==> config.mk <==
export PLATFORM = sky130hd
export DESIGN_NAME = writeback_unit
export DESIGN_NICKNAME = d
export VERILOG_FILES = /design/src/rtl/wb_pkg.sv /design/src/rtl/wb_class_decode.sv /design/src/rtl/writeback_unit.sv
export SDC_FILE = /design/constraint.sdc
export NUM_CORES = 1
export LEC_CHECK = 0
export CAP_MARGIN = 20
export CORE_ASPECT_RATIO = 1.5
export CORE_MARGIN = 10
export CORE_UTILIZATION = 35
export CTS_CLUSTER_DIAMETER = 60
export DETAILED_ROUTE_END_ITERATION = 8
export PLACE_DENSITY = 0.82
export SLEW_MARGIN = 30
export SYNTH_ARGS = -nofsm -noshare
export SYNTH_HDL_FRONTEND = slang
export SYNTH_HIERARCHICAL = 1
export SYNTH_SLANG_ARGS = --single-unit
==> constraint.sdc <==
create_clock -name clk -period 1.86 [get_ports clk]
set_input_delay 0.372 -clock clk [delete_from_list [all_inputs] [get_ports clk]]
set_output_delay 0.372 -clock clk [all_outputs]
set_load 0.05 [all_outputs]
==> src/rtl/wb_pkg.sv <==
// Shared definitions for the SimpleRisc writeback stage: opcodes, instruction
// field positions and the writeback FSM state type.
package wb_pkg;

  localparam int unsigned OPC_MSB = 31;
  localparam int unsigned OPC_LSB = 27;
  localparam int unsigned RD_MSB  = 25;
  localparam int unsigned RD_LSB  = 22;

  localparam logic [4:0] OP_ADD  = 5'b00000;
  localparam logic [4:0] OP_SUB  = 5'b00001;
  localparam logic [4:0] OP_MUL  = 5'b00010;
  localparam logic [4:0] OP_DIV  = 5'b00011;
  localparam logic [4:0] OP_MOD  = 5'b00100;
  localparam logic [4:0] OP_CMP  = 5'b00101;
  localparam logic [4:0] OP_AND  = 5'b00110;
  localparam logic [4:0] OP_OR   = 5'b00111;
  localparam logic [4:0] OP_NOT  = 5'b01000;
  localparam logic [4:0] OP_MOV  = 5'b01001;
  localparam logic [4:0] OP_LSL  = 5'b01010;
  localparam logic [4:0] OP_LSR  = 5'b01011;
  localparam logic [4:0] OP_ASR  = 5'b01100;
  localparam logic [4:0] OP_NOP  = 5'b01101;
  localparam logic [4:0] OP_LD   = 5'b01110;
  localparam logic [4:0] OP_ST   = 5'b01111;
  localparam logic [4:0] OP_BEQ  = 5'b10000;
  localparam logic [4:0] OP_BGT  = 5'b10001;
  localparam logic [4:0] OP_B    = 5'b10010;
  localparam logic [4:0] OP_CALL = 5'b10011;
  localparam logic [4:0] OP_RET  = 5'b10100;

  typedef enum logic [0:0] {
    IDLE    = 1'b0,
    WAIT_LD = 1'b1
  } wb_state_e;

endpackage

==> src/rtl/wb_class_decode.sv <==
// Combinational opcode classifier: does the instruction write the register
// file, and is it a load or a call (which pick a special data source/address).
module wb_class_decode
  import wb_pkg::*;
(
  input  logic [4:0] opcode,
  output logic       writes,
  output logic       is_load,
  output logic       is_call
);

  always_comb begin
    writes  = 1'b0;
    is_load = 1'b0;
    is_call = 1'b0;
    case (opcode)
      OP_ADD, OP_SUB, OP_MUL, OP_DIV, OP_MOD,
      OP_AND, OP_OR, OP_NOT, OP_MOV,
      OP_LSL, OP_LSR, OP_ASR:               writes = 1'b1;
      OP_LD: begin
        writes  = 1'b1;
        is_load = 1'b1;
      end
      OP_CALL: begin
        writes  = 1'b1;
        is_call = 1'b1;
      end
      default: ;
    endcase
  end

endmodule

==> src/rtl/writeback_unit.sv <==
// SimpleRisc WB stage: drives the register-file write port, stalls on loads
// whose data has not arrived. Define WB_RETIRE_CNT_EN to add retire_count.
module writeback_unit
  import wb_pkg::*;
#(
  parameter int unsigned XLEN   = 32,
  parameter int unsigned RA_IDX = 15
) (
  input  logic            clk,
  input  logic            reset,
  input  logic            in_valid,
  output logic            in_ready,
  input  logic [31:0]     in_instruction,
  input  logic [XLEN-1:0] in_pc,
  input  logic [XLEN-1:0] in_alu_result,
  input  logic            mem_rvalid,
  input  logic [XLEN-1:0] mem_rdata,
  output logic            is_wb,
  output logic [3:0]      wr_adr,
  output logic [XLEN-1:0] wr_data,
`ifdef WB_RETIRE_CNT_EN
  output logic [31:0]     retire_count,
`endif
  output logic            spurious_rvalid
);

  wb_state_e  state;
  logic [3:0] ld_rd;
  logic [3:0] rd;
  logic       accept;
  logic       writes;
  logic       is_load;
  logic       is_call;
  logic       unused_instr_bits;

  assign rd                = in_instruction[RD_MSB:RD_LSB];
  assign in_ready          = (state == IDLE);
  assign accept            = in_valid && in_ready;
  assign unused_instr_bits = ^{in_instruction[26], in_instruction[21:0]};

  wb_class_decode u_decode (
    .opcode  (in_instruction[OPC_MSB:OPC_LSB]),
    .writes  (writes),
    .is_load (is_load),
    .is_call (is_call)
  );

  always_ff @(posedge clk) begin
    if (!reset) begin
      state           <= IDLE;
      is_wb           <= 1'b0;
      wr_adr          <= '0;
      wr_data         <= '0;
      spurious_rvalid <= 1'b0;
      ld_rd           <= '0;
    end else begin
      is_wb <= 1'b0;
      case (state)
        IDLE: begin
          if (accept) begin
            if (is_load) begin
              if (mem_rvalid) begin
                is_wb   <= 1'b1;
                wr_adr  <= rd;
                wr_data <= mem_rdata;
              end else begin
                ld_rd <= rd;
                state <= WAIT_LD;
              end
            end else if (is_call) begin
              is_wb   <= 1'b1;
              wr_adr  <= 4'(RA_IDX);
              wr_data <= in_pc + XLEN'(4);
            end else if (writes) begin
              is_wb   <= 1'b1;
              wr_adr  <= rd;
              wr_data <= in_alu_result;
            end
          end
          // Load data with no load to consume it is dropped but remembered.
          if (mem_rvalid && !(accept && is_load))
            spurious_rvalid <= 1'b1;
        end
        WAIT_LD: begin
          if (mem_rvalid) begin
            is_wb   <= 1'b1;
            wr_adr  <= ld_rd;
            wr_data <= mem_rdata;
            state   <= IDLE;
          end
        end
        default: state <= IDLE;
      endcase
    end
  end

`ifdef WB_RETIRE_CNT_EN
  // A load retires when its data is captured, never at accept without data.
  logic retire;
  assign retire = (accept && (!is_load || mem_rvalid)) ||
                  ((state == WAIT_LD) && mem_rvalid);

  always_ff @(posedge clk) begin
    if (!reset)
      retire_count <= '0;
    else if (retire)
      retire_count <= retire_count + 32'd1;
  end
`endif

endmodule
# Yosys cells after proc, flatten, opt, wreduce, memory -nomap -nowiden

Index checks and enable logic that the tools add are counted.

Register bits after elaboration: 43
Word-level logic and storage cells: 62
Latch bits: 0
Bits in read-only memories: 0
Memories: 0
RAM bits: 0
Input port bits: 132
Output and inout bits: 39

Reduce and logical (&&, ||, !) cells: 10
Eq/ne operators: 17
Add/sub/neg operators: 1
Multiply operators: 0
Bitwise operators: 2
Div/mod/pow operators: 0
Shifts and indexed selects: 0
Multiplexer cells: 26
Magnitude comparators: 0

Operator list:

| operator                                            | count |
|---|---|
| two-way mux 32 bit                                  | 5 |
| case mux 32 bit (2 select lines)                    | 1 |
| adder 32 x 3 -> 32 bit, second input constant       | 1 |
| equality test 5 x 4 -> 1 bit, second input constant | 6 |
| two-way mux 4 bit                                   | 6 |
| equality test 5 x 3 -> 1 bit, second input constant | 3 |
| OR reduction 14 bit                                 | 1 |
| two-way mux 1 bit                                   | 11 |
| equality test 5 x 2 -> 1 bit, second input constant | 2 |
| case mux 4 bit (2 select lines)                     | 1 |
| AND reduction 4 bit                                 | 2 |
| equality test 5 x 1 -> 1 bit, second input constant | 1 |
| equality test 5 bit, second input constant          | 1 |
| zero test 5 bit                                     | 1 |
| != test 4 x 1 -> 1 bit, second input constant       | 1 |
| case mux 1 bit (2 select lines)                     | 2 |
| AND reduction 2 bit                                 | 2 |
| logical AND 1 bit                                   | 3 |
| != test 3 bit, second input constant                | 1 |
| != test 2 x 1 -> 1 bit, second input constant       | 1 |
| != test 2 bit, second input constant                | 1 |
| inverter 1 bit                                      | 2 |
| zero test 1 bit                                     | 1 |

# Longest topological paths before layout

Gate-level depths: netlist of run 1.

Depth in word-level cells: 8
Depth in mapped cells: 10
Gate-level depth less buffers: 8

# Cells and area by module

The synthesis of run 1 kept the hierarchy.

Modules (own cells, without submodules):

| module          | cells an instance | seq. area each (um^2) | area each (um^2) | times used |
|---|---|---|---|---|
| writeback_unit  | 392               | 860.8                 | 3,007.9          | 1 |
| wb_class_decode | 9                 | 0.0                   | 57.6             | 1 |

# Worst setup path after synthesis of run 1

No wires, ideal clock.

Path kind: input to register
Start point: in in_instruction[31]
End point: reg wr_adr[0]
Setup time: 0.073 ns
Data required time: 1.787 ns
Buffers on the path: 2
Data arrival time: 1.898 ns
Path slack: -0.111 ns
Stages: 9
Cell sequence: nand4b_1 > nor2_1 > clkbuf_1 > a21oi_1 > nand2b_1 > o31ai_2 > clkbuf_1 > o211ai_1 > a21oi_1

Elaborated cells on any way between the ends: 25
Those cells by class: eq/ne (15); mux (7); reduce/logical (3)

RTL lines:

| what                            | RTL line              | text |
|---|---|---|
| start, declared                 | writeback_unit.sv:13  | `input logic [31:0] in_instruction,` |
| equality test 5 x 4 -> 1 bit *  | wb_class_decode.sv:16 | `case (opcode)` |
| two-way mux 1 bit *             | wb_class_decode.sv:16 |  |
| net is_load                     | writeback_unit.sv:32  | `logic is_load;` |
| two-way mux 4 bit               | writeback_unit.sv:61  | `if (is_load) begin` |
| two-way mux 4 bit               | writeback_unit.sv:60  | `if (accept) begin` |
| case mux 4 bit (2 select lines) | writeback_unit.sv:58  | `case (state)` |
| end signal, assigned            | writeback_unit.sv:64  | `wr_adr <= rd;` |
| end signal, assigned            | writeback_unit.sv:72  | `wr_adr <= 4'(RA_IDX);` |
| end signal, assigned            | writeback_unit.sv:76  | `wr_adr <= rd;` |
| end, declared                   | writeback_unit.sv:19  | `output logic [3:0] wr_adr,` |

The timed path passes the listed nets; every way through them passes the cells marked *. The select of a mux whose other input is x is not followed.
A chain may end at the register's enable or synchronous reset.

# Worst setup path in the final report of run 1

Start point: in in_instruction[30]
End point: reg wr_data[31]

Elaborated cells on any way between the ends: 24
Those cells by class: eq/ne (14); mux (7); reduce/logical (3)

RTL lines:

| what                             | RTL line              | text |
|---|---|---|
| equality test 5 x 4 -> 1 bit *   | wb_class_decode.sv:16 |  |
| two-way mux 1 bit *              | wb_class_decode.sv:16 |  |
| net is_load                      | writeback_unit.sv:32  |  |
| two-way mux 32 bit               | writeback_unit.sv:61  |  |
| two-way mux 32 bit               | writeback_unit.sv:60  |  |
| case mux 32 bit (2 select lines) | writeback_unit.sv:58  |  |
| end signal, assigned             | writeback_unit.sv:65  | `wr_data <= mem_rdata;` |
| end signal, assigned             | writeback_unit.sv:73  | `wr_data <= in_pc + XLEN'(4);` |
| end signal, assigned             | writeback_unit.sv:77  | `wr_data <= in_alu_result;` |
| end, declared                    | writeback_unit.sv:20  | `output logic [XLEN-1:0] wr_data,` |

Marked as above.

==> flow_summary.ini, run 1 <==
[finish]
proportion_of_layout_cells_with_a_drive_suffix_above_1 = 0.3375
final-instance-count-excl-fill = 747
syn_to_final_growth_pct = 88.94
num-nets-final = 772
diodes = 0

[synthesis]
fraction_of_registers_with_async_set_reset = 0
gate_count_after_technology_mapping = 401
post-synth-top-area-fraction = 0.2808
post-synth-top-area-cell = dfxtp_1
ys_dominant_reg_cell = dfxtp_1
ys_top_cells_by_count = dfxtp_1 (43), o21ai_0 (40), nor2_1 (32), a21oi_1 (31), clkbuf_1 (24)
syn_nets = 534
synth.lib_cells_used.distinct = 58
synthMostInstantiatedCell = dfxtp_1
synth_edf_count = 0
syn-cell-area_um2 = 3065
synthTopCellsByArea = dfxtp_1 (28%), mux2i_1 (6.5%), o21ai_0 (6.5%)
synth-seq-cells = 43
synth.yosys.seq_area_share = 0.2808
yosys_warnings = 6
avgSynthCellArea_um2 = 7.644

[timing]
max_slew_margin = 0.6648
achievable-frequency_mhz = 534.4
final_hold_viol_count = 0
grt_setup_unrepaired = true
holdWs_ns = 0.4550
fin_skew_ns = 0.003156
post-route-period-util = 1.006
timing_max_transition_violations_final = 0
finalSetupViolCount = 1
worst_pin_slew_ns = 0.5012
period_minus_slack_ns = 1.871
postLayoutSetupSlackWorst_ns = -0.01136
setup_tns_ns = -0.01136

[floorplanning]
core_area_um2 = 8464
dieHeight_um = 134.6
ioPinCount = 171
rows = 41
die_width_um = 96.41
initial_utilization = 0.3622
die_area_um2 = 12980

[global_route]
grt-ovfl-total = 0
antenna_found_initial = 0
global_route.usage.total = 0.2055
maximum_number_of_pins_on_one_net_before_global_route_repair = 21
first_global_vias = 4473
first_pass_grt_wire_length_um = 21400

[power]
power_density_nw_per_um2 = 557.1
vdd_ir_drop_max_mv = 0.4532
static-leakage-power_nw = 2.418
post-layout-total-power_mw = 3.227

[clock_tree]
tritoncts = done
cts_max_path_buffers = 2
tritoncts.num_buffers = 5
htreeDepth = 2
ctsRootBufferMaster = clkbuf_16
insertion_delay_to_the_later_sink_of_the_worst_skew_pair_ns = 0.29
clk_transition_reported_paths_ns = 0.06
post_cts_hold_buffer_count = 0
tritoncts_num_sinks = 43

[setup_path]
critical_path.n_buffers_inverters = 2
crit_path_cell_trace = dlygate4sd2_1 -> nand4b_1 -> nor2_2 -> buf_6 -> or2_4 -> and3_1 -> a31oi_1 -> o22ai_1 -> a32o_1
ff2ff_setup_slack_ns = 0.17
startpoint_of_the_worst_slack_reg_to_reg_timing_path = state
critPathArrivalTime_ns = 2.05
setup.worst_path.end_class = flop
cpMaxStageDelayCell = or2_4
rr_worst_depth = 6
critical_path.top_delay_family = simple AND/OR/NAND/NOR gates
cp_data_required_time_ns = 2.04
worst_r2r_endpoint = wr_adr[0]
cp_max_fo = 7
crit_type = primary input to flop
worst_setup_path_start_kind = primary input
stage_delay_of_the_slowest_cell_on_the_critical_path_ns = 0.30

[hold_path]
worstHoldEndpoint = wr_adr[2]
min_delay_path_depth = 2
worst_hold_path_type = flop to flop
timing.hold.worst.start = wr_adr[2]

[placement]
place.gp.congestion = 0.9077
hpwl_dp_um = 11140
placed_cells_incl_taps = 717
detailedPlace.worstSlack_ns = -0.5892
buffer_ports.inserted = 147

[drt]
drt_pre_antenna_iters = 4
detail_route.wl_per_cell_um = 19.12
wirelength_um = 14280
drtIter0Drc = 269
detailroute.via_count = 4188
route.antenna.remaining_nets = 0
drc = 0
avgViaCountPerCell = 5.606

[outcome]
failing_checks = setup timing
run_status = finished, violations left

[flow_run]
max_cap_viol_count = 0
[metrics by stage]
step                      instance area, µm²  utilization
after floorplan                         3078            -
after global placement                  5205       0.6149
after detailed placement                5205       0.6149
after CTS                               5659       0.6686
after global routing                    5792       0.6843
final                                   5792       0.6843
[worst reg2reg max path, delay by kind of cell (launching register included)]
family | cells | cell delay, ns
compound gates | 2 | 0.45
simple gates | 2 | 0.30
buf+inv | 2 | 0.40
flops | 1 | 0.49
[kinds of logic after synthesis]
group	Yosys count	share of synthesized area
buf+inv	46	0.05918
fa+ha+maj	1	0.004081
compound gates	140	0.2914
simple gates	128	0.2302
flops	43	0.2808
mux	24	0.08000
xor+xnor	19	0.05429
[what timing repair did]
action,CTS,global route
setup buffers,10,10
setup endpoints to repair,40,30
resized for setup,63,44
pin swaps,18,27
gates cloned,1,2
[worst max path at each step]
| stage | startpoint | cells past startpoint | slack (ns) | endpoint |
|---|---|---|---|---|
| 2_1_floorplan | in_instruction[31] | 8 | 0.004 | wr_data[12] |
| 4_1_cts | state | 3 | 0.02 | in_ready |
| 6_report | in_instruction[30] | 9 | -0.01 | wr_data[31] |
| 3_3_place_gp | in_instruction[28] | 10 | -0.55 | wr_data[13] |
| 5_1_grt | in_instruction[30] | 9 | -0.11 | wr_data[31] |
| 3_5_place_dp | in_pc[2] | 6 | -0.59 | wr_data[29] |
[where the power goes]
group / switching (mW) / leakage, nW / internal [mW]
logic: 0.550 / 1.98 / 0.513
registers: 0.0415 / 0.352 / 0.979
clock network: 0.373 / 0.0900 / 0.769
total: 0.965 / 2.42 / 2.26
[layout by cell type, fill, tap and decap left out, types with 3 or more instances in the layout]
cell | synthesis | final
xor2_1 | 5 | 4
nand2_2 | 0 | 3
a31oi_1 | 15 | 15
clkdlybuf4s50_1 | 0 | 92
o22ai_1 | 8 | 8
and3_1 | 6 | 5
nand4_1 | 6 | 6
o221ai_1 | 4 | 4
clkbuf_16 | 0 | 6
or3_1 | 6 | 6
xnor2_1 | 14 | 12
clkbuf_2 | 0 | 8
a21oi_1 | 31 | 30
buf_6 | 0 | 14
mux2i_1 | 20 | 20
inv_1 | 13 | 11
mux2_2 | 4 | 4
buf_12 | 0 | 3
o21ai_1 | 0 | 4
buf_4 | 2 | 131
nor2_4 | 0 | 3
a22oi_1 | 5 | 5
o21ai_0 | 40 | 36
nand3_1 | 20 | 19
nor3_1 | 11 | 10
o21a_1 | 6 | 6
and4_1 | 4 | 4
a32o_1 | 3 | 3
nand2_1 | 18 | 15
dlygate4sd2_1 | 0 | 4
dlymetal6s2s_1 | 0 | 4
dfxtp_1 | 43 | 42
nor4_4 | 0 | 5
o211ai_1 | 6 | 6
a211oi_1 | 3 | 3
nor2_1 | 32 | 27
[layout make-up]
type / instances / area, µm²
timing repair buffer: 260 / 2302
tap: 107 / 133.9
inverter: 15 / 56.30
sequential: 43 / 862.1
fill: 685 / 2673
clock buffer: 5 / 125.1
multi-input combinational: 314 / 2245
clock inverter: 3 / 67.56
[registers in the layout, indices dropped and copies added, names as in the netlist]
signal and flops:
ld_rd 4, state 1, spurious_rvalid 1, wr_data 32
wr_adr 4, is_wb 1
[layer usage]
| metal | share of wire | track usage |
|---|---|---|
| met1 | 0.36 | 0.2050 |
| met2 | 0.52 | 0.3792 |
| met3 | 0.077 | 0.05438 |
| met4 | 0.042 | 0.08995 |
| met5 | 0 | 0 |
No activity file was read; power rests on OpenSTA's default activity.
==> inputs of run 2 (changes only) <==
--- a/config.mk
+++ b/config.mk
@@ -8,12 +8,11 @@
 export CAP_MARGIN = 20
 export CORE_ASPECT_RATIO = 1.5
 export CORE_MARGIN = 10
-export CORE_UTILIZATION = 35
+export CORE_UTILIZATION = 36
 export CTS_CLUSTER_DIAMETER = 60
 export DETAILED_ROUTE_END_ITERATION = 8
-export PLACE_DENSITY = 0.82
+export PLACE_DENSITY = 0.83
 export SLEW_MARGIN = 30
 export SYNTH_ARGS = -nofsm -noshare
 export SYNTH_HDL_FRONTEND = slang
-export SYNTH_HIERARCHICAL = 1
 export SYNTH_SLANG_ARGS = --single-unit
==> flow_summary.ini, run 2 <==
[timing]
period_minus_slack_ns = 1.832
finalSetupViolCount = 0
final_hold_viol_count = 0
max_slew_margin = 0.7431
worst_pin_slew_ns = 0.3849
achievable-frequency_mhz = 545.8
fin_skew_ns = 0.005979
post-route-period-util = 0.9850
timing_max_transition_violations_final = 0
grt_setup_unrepaired = true

[drt]
detailroute.via_count = 3953
route.antenna.remaining_nets = 0
route.met2.wl_um = 7512
met1Wirelength_um = 5006
wirelength_um = 14100
avgViaCountPerCell = 5.483
drt_pre_antenna_iters = 6
detail_route.wl_per_cell_um = 19.55
drtIter0Drc = 261
detailroute.wirelength.met3_um = 1065
top_layer = met4
drc = 0

[setup_path]
crit_type = primary input to flop
cpMaxStageDelayCell = or4_4
worst_path_most_repeated_cell = buf_4
critPathArrivalTime_ns = 2.01
critical_path.n_buffers_inverters = 3
cp_max_fo = 4
crit_path_cell_trace = buf_2 -> nand4_4 -> buf_4 -> buf_4 -> or4_4 -> xor2_1 -> a21oi_1 -> o221a_2
setup.worst_path.end_class = flop
critical_path.top_delay_family = simple AND/OR/NAND/NOR gates
stage_delay_of_the_slowest_cell_on_the_critical_path_ns = 0.60
cp_data_required_time_ns = 2.04
worst_setup_path_start_kind = primary input

[finish]
fill_cells = 738
most_common_cell_after_layout_fill_and_taps_aside = buf_4
syn_to_final_growth_pct = 77.78
largest_register = wr_data
commonest_non_fill_non_tap_cells_in_the_layout = buf_4 (120), clkdlybuf4s50_1 (81), dfxtp_1 (43)
num-nets-final = 746
diodes = 0
top_regs = wr_data x32, ld_rd x4, wr_adr x4
largest_register_ff_count = 32
design_area_um2 = 5545
final-instance-count-excl-fill = 721
proportion_of_layout_cells_with_a_drive_suffix_above_1 = 0.3046

[clock_tree]
insertion_delay_to_the_later_sink_of_the_worst_skew_pair_ns = 0.29
cts_max_path_buffers = 2
htreeDepth = 2
clk_transition_reported_paths_ns = 0.06
tritoncts = done
tritoncts.num_buffers = 5
tritoncts_num_sinks = 43
ctsRootBufferMaster = clkbuf_16

[floorplanning]
die_width_um = 96
die_area_um2 = 12860
dieHeight_um = 134.0
rows = 41
core_area_um2 = 8413
initial_utilization = 0.3708
ioPinCount = 171

[global_route]
first_pass_grt_wire_length_um = 21050
first_global_vias = 3967
global_route.usage.total = 0.2087
antenna_found_initial = 0
maximum_number_of_pins_on_one_net_before_global_route_repair = 47
grt-ovfl-total = 0

[synthesis]
syn_nets = 532
syn-cell-area_um2 = 3119
post-synth-top-area-fraction = 0.2760
area_fraction_in_compound_gates_after_synthesis = 0.2567
ys_dominant_reg_cell = dfxtp_1
synthTopCellsByArea = dfxtp_1 (28%), o21ai_0 (6.7%), mux2i_1 (5.1%)
synth_edf_count = 0
ys_top_cells_by_count = dfxtp_1 (43), o21ai_0 (42), nand2_1 (38), a21oi_1 (25), nand3_1 (20)
post-synth-top-area-cell = dfxtp_1
synth_top_family_by_area = simple AND/OR/NAND/NOR gates
synthSimpleGateAreaFrac = 0.2736
synthMostInstantiatedCell = dfxtp_1
synth.yosys.seq_area_share = 0.2760
synth_fa_ha_area_frac = 0.004011
gate_count_after_technology_mapping = 399
synth-seq-cells = 43
synth.lib_cells_used.distinct = 57
muxShareOfSynthArea = 0.05134
yosys_warnings = 0
synthXorXnorAreaFrac = 0.07581
avgSynthCellArea_um2 = 7.818
fraction_of_registers_with_async_set_reset = 0

[placement]
dpl-instance-area_um2 = 5160
place.gp.congestion = 0.9391
placed_cells_incl_taps = 706
buffer_ports.inserted = 147
hpwl_dp_um = 11110

[outcome]
run_status = finished, final reports clean

[flow_run]
max_cap_viol_count = 0

[power]
vdd_ir_drop_max_mv = 0.3520
power_density_nw_per_um2 = 538.4
static-leakage-power_nw = 2.387

[hold_path]
worst_hold_path_type = flop to flop
## run 2: cell count changes after synthesis, moves of 6 or more
cell,previous run,this run
clkbuf_1,24,15
a21oi_1,31,25
nor2_1,32,19
o22ai_1,8,0
nand2_1,18,38
xor2_1,5,11
a31oi_1,15,9
nor2b_1,1,19
## run 2: cells by family (layout without fill, tap and decap cells)
logic type / after synthesis / in the layout
AND/OR/NAND/NOR: 149 / 150
AO/OA/AOI/OAI: 125 / 125
flip-flops: 43 / 43
buffers and inverters: 38 / 252
XOR/XNOR: 27 / 27
multiplexers: 16 / 16
adder cells (fa/ha/maj): 1 / 1
## run 2: final timing paths
path	slack, ns	startpoint	endpoint	depth (start not counted)
setup / recovery	0.03	in_pc[11]	wr_data[14]	8
hold / removal	0.46	wr_adr[0]	wr_adr[0]	2
setup reg to reg	0.09	state	wr_data[15]	6
hold reg to reg	0.46	wr_adr[0]	wr_adr[0]	2
## run 2: where the power goes
part / internal [mW] / total (mW) / switching, mW / leakage, nW
combinational: 0.495 / 1.02 / 0.523 / 1.96
sequential: 0.973 / 1.01 / 0.0367 / 0.352
clock: 0.572 / 0.958 / 0.386 / 0.0761
## run 2: worst min-delay path, stage by stage (launching register included)
cell and delay (ns):
dfxtp_1 0.31, nand2_1 0.05, a21boi_0 0.06
## run 2: metrics by stage
stage / util / total power, mW / setup slack [ns] / hold slack [ns] / setup TNS, ns
floorplan: - / 1.464 / 0.007773 / 0.4862 / 0
global placement: 0.6133 / 2.002 / -0.5666 / 0.4566 / -13.92
detailed placement: 0.6133 / 2.020 / -0.6119 / 0.4551 / -16.72
CTS: 0.6484 / 2.978 / -0.001202 / 0.4637 / -0.001202
global route: 0.6591 / 3.096 / -0.02295 / 0.4869 / -0.07333
finish: 0.6591 / 2.985 / 0.02792 / 0.4612 / 0
## run 2: repair_timing
item,CTS,global route
setup endpoints to repair,30,36
pin swaps,12,18
cloned,1,0
buffers inserted,6,1
gates resized for setup,56,35
hold buffers,0,0
endpoints found under the hold margin,0,0
## run 2: layout make-up
cell class	count	area, µm²	area share
multi-input cells	319	2263	0.4082
repair buffers	235	2092	0.3773
flip-flops and latches	43	860.8	0.1552
clock buffers	7	152.6	0.02753
well taps	107	133.9	0.02414
inverters	9	35.03	0.006318
clock inverters	1	7.507	0.001354
## run 2: per-layer routing
layer  vias up  global-route usage
met5         -                   0
met4         0             0.08964
met3        30             0.05363
met1      1853              0.2169
li1       1889                   -
met2       181              0.3758
==> inputs of run 3 (changes only) <==
--- a/config.mk
+++ b/config.mk
@@ -11,7 +11,9 @@
 export CORE_UTILIZATION = 36
 export CTS_CLUSTER_DIAMETER = 60
 export DETAILED_ROUTE_END_ITERATION = 8
+export GPL_TIMING_DRIVEN = 0
 export PLACE_DENSITY = 0.83
+export REMOVE_ABC_BUFFERS = 1
 export SLEW_MARGIN = 30
 export SYNTH_ARGS = -nofsm -noshare
 export SYNTH_HDL_FRONTEND = slang
==> flow_summary.ini, run 3 (synthesis gave the netlist of run 2 again) <==
[outcome]
run_status = finished, final reports clean

[power]
post-layout-total-power_mw = 3.024
power_density_nw_per_um2 = 564.3
static-leakage-power_nw = 2.330
vdd_ir_drop_max_mv = 0.4266

[floorplanning]
die_area_um2 = 12860
initial_utilization = 0.3708
core_area_um2 = 8413
die_width_um = 96
dieHeight_um = 134.0
rows = 41
ioPinCount = 171

[drt]
met1Wirelength_um = 4944
detailroute.wirelength.met3_um = 890
avgViaCountPerCell = 5.644
top_layer = met4
drtIter0Drc = 236
wirelength_um = 13940
route.met2.wl_um = 7490
drc = 0
route.antenna.remaining_nets = 0
detail_route.wl_per_cell_um = 20.77
detailroute.via_count = 3787
drt_pre_antenna_iters = 5

[setup_path]
critical_path.top_delay_family = buffers and inverters
crit_type = flop to output pin
cpMaxStageDelayCell = clkdlybuf4s50_1
cp_max_fo = 2
stage_delay_of_the_slowest_cell_on_the_critical_path_ns = 0.84
crit_path_cell_trace = clkdlybuf4s50_1
critPathArrivalTime_ns = 1.46
critical_path.n_buffers_inverters = 1
setup.worst_path.end_class = output pin
cp_data_required_time_ns = 1.49
worst_setup_path_start_kind = flop

[timing]
fin_skew_ns = 0.003870
period_minus_slack_ns = 1.827
finalSetupViolCount = 0
timing_max_transition_violations_final = 0
worst_pin_slew_ns = 0.7407
max_slew_margin = 0.5062
achievable-frequency_mhz = 547.2
grt_setup_unrepaired = true
final_hold_viol_count = 0
post-route-period-util = 0.9824
postLayoutSetupSlackWorst_ns = 0.03266

[clock_tree]
tritoncts = done
tritoncts_num_sinks = 43
htreeDepth = 2
cts_max_path_buffers = 2
tritoncts.num_buffers = 5
ctsRootBufferMaster = clkbuf_16
clk_transition_reported_paths_ns = 0.06
insertion_delay_to_the_later_sink_of_the_worst_skew_pair_ns = 0.29

[global_route]
first_pass_grt_wire_length_um = 21290
maximum_number_of_pins_on_one_net_before_global_route_repair = 34
antenna_found_initial = 1
global_route.usage.total = 0.2116
first_global_vias = 3974
grt-ovfl-total = 0

[flow_run]
max_cap_viol_count = 0

[finish]
num-nets-final = 694
top_regs = wr_data x32, ld_rd x4, wr_adr x4
commonest_non_fill_non_tap_cells_in_the_layout = clkdlybuf4s50_1 (97), dfxtp_1 (42), o21ai_0 (41)
syn_to_final_growth_pct = 71.80
largest_register_ff_count = 32
design_area_um2 = 5359
largest_register = wr_data
proportion_of_layout_cells_with_a_drive_suffix_above_1 = 0.2046
fill_cells = 724
most_common_cell_after_layout_fill_and_taps_aside = clkdlybuf4s50_1

[placement]
hpwl_dp_um = 9522
detailedPlace.worstSlack_ns = -1.507
place.gp.congestion = 0.8697
dpl-instance-area_um2 = 4622
buffer_ports.inserted = 147

[hold_path]
worst_hold_path_type = flop to flop
==> run 3: cell types whose count changed in the layout (fill, tap and decap cells not counted), sizes merged, moves of 2 or more <==
cell	before	now
dlymetal6s2s	7	18
clkbuf	9	15
clkdlybuf4s15	3	6
dlygate4sd2	11	13
clkdlybuf4s50	81	97
buf	131	38
diode	0	2
==> run 3: what timing repair did <==
| item | CTS | global route |
|---|---|---|
| gates resized for setup | 96 | 50 |
| setup endpoints to repair | 45 | 48 |
| pin swaps | 22 | 11 |
| hold buffers | 0 | 0 |
| hold endpoints to repair | 0 | 0 |
| setup buffers | 25 | 7 |
| cloned | 3 | 0 |
==> run 3: through the flow <==
step | utilization | TNS (ns) | hold WS [ns] | cells
finish | 0.6370 | 0 | 0.4622 | 671
global route | 0.6367 | -0.0006668 | 0.4931 | 670
CTS | 0.6240 | 0 | 0.4649 | 662
detailed placement | 0.5494 | -42.46 | 0.4563 | 626
global placement | 0.5424 | -58.50 | 0.4540 | 624
floorplan | - | -4.231 | 0.4478 | 370
==> run 3: per-layer routing <==
| layer | vias to the layer above | track usage |
|---|---|---|
| met2 | 148 | 0.3848 |
| met1 | 1801 | 0.2204 |
| met4 | 0 | 0.1020 |
| met5 | - | 0 |
| met3 | 40 | 0.04022 |
| li1 | 1798 | - |
==> run 3: area by class of cell <==
cell class	count	area (µm²)	area share
inverter	9	35.03	0.006537
clock buffer	6	138.9	0.02592
clock inverter	2	35.03	0.006537
timing repair buffer	181	1763	0.3290
tap	107	133.9	0.02498
antenna	2	5.005	0.0009339
multi-input combinational	321	2386	0.4452
sequential	43	862.1	0.1609
==> run 3: worst register-to-register path: cells and delay by family (launching register included) <==
kind,cells,cell delay [ns]
DFF,1,0.53
buffers and inverters,1,0.16
and+or+nand+nor,4,0.67
AOI/OAI and AO/OA,1,0.28
==> run 3: power breakdown <==
part | internal, mW | switching, mW
logic | 0.450 | 0.520
clock network | 0.668 | 0.380
registers | 0.973 | 0.0318
==> run 3: final timing paths <==
path | start | end | slack, ns | cells past startpoint
max | wr_data[3] | wr_data[3] | 0.03 | 1
min | wr_data[22] | wr_data[22] | 0.46 | 2
min reg2reg | wr_data[22] | wr_data[22] | 0.46 | 2
max reg2reg | state | wr_data[13] | 0.11 | 6
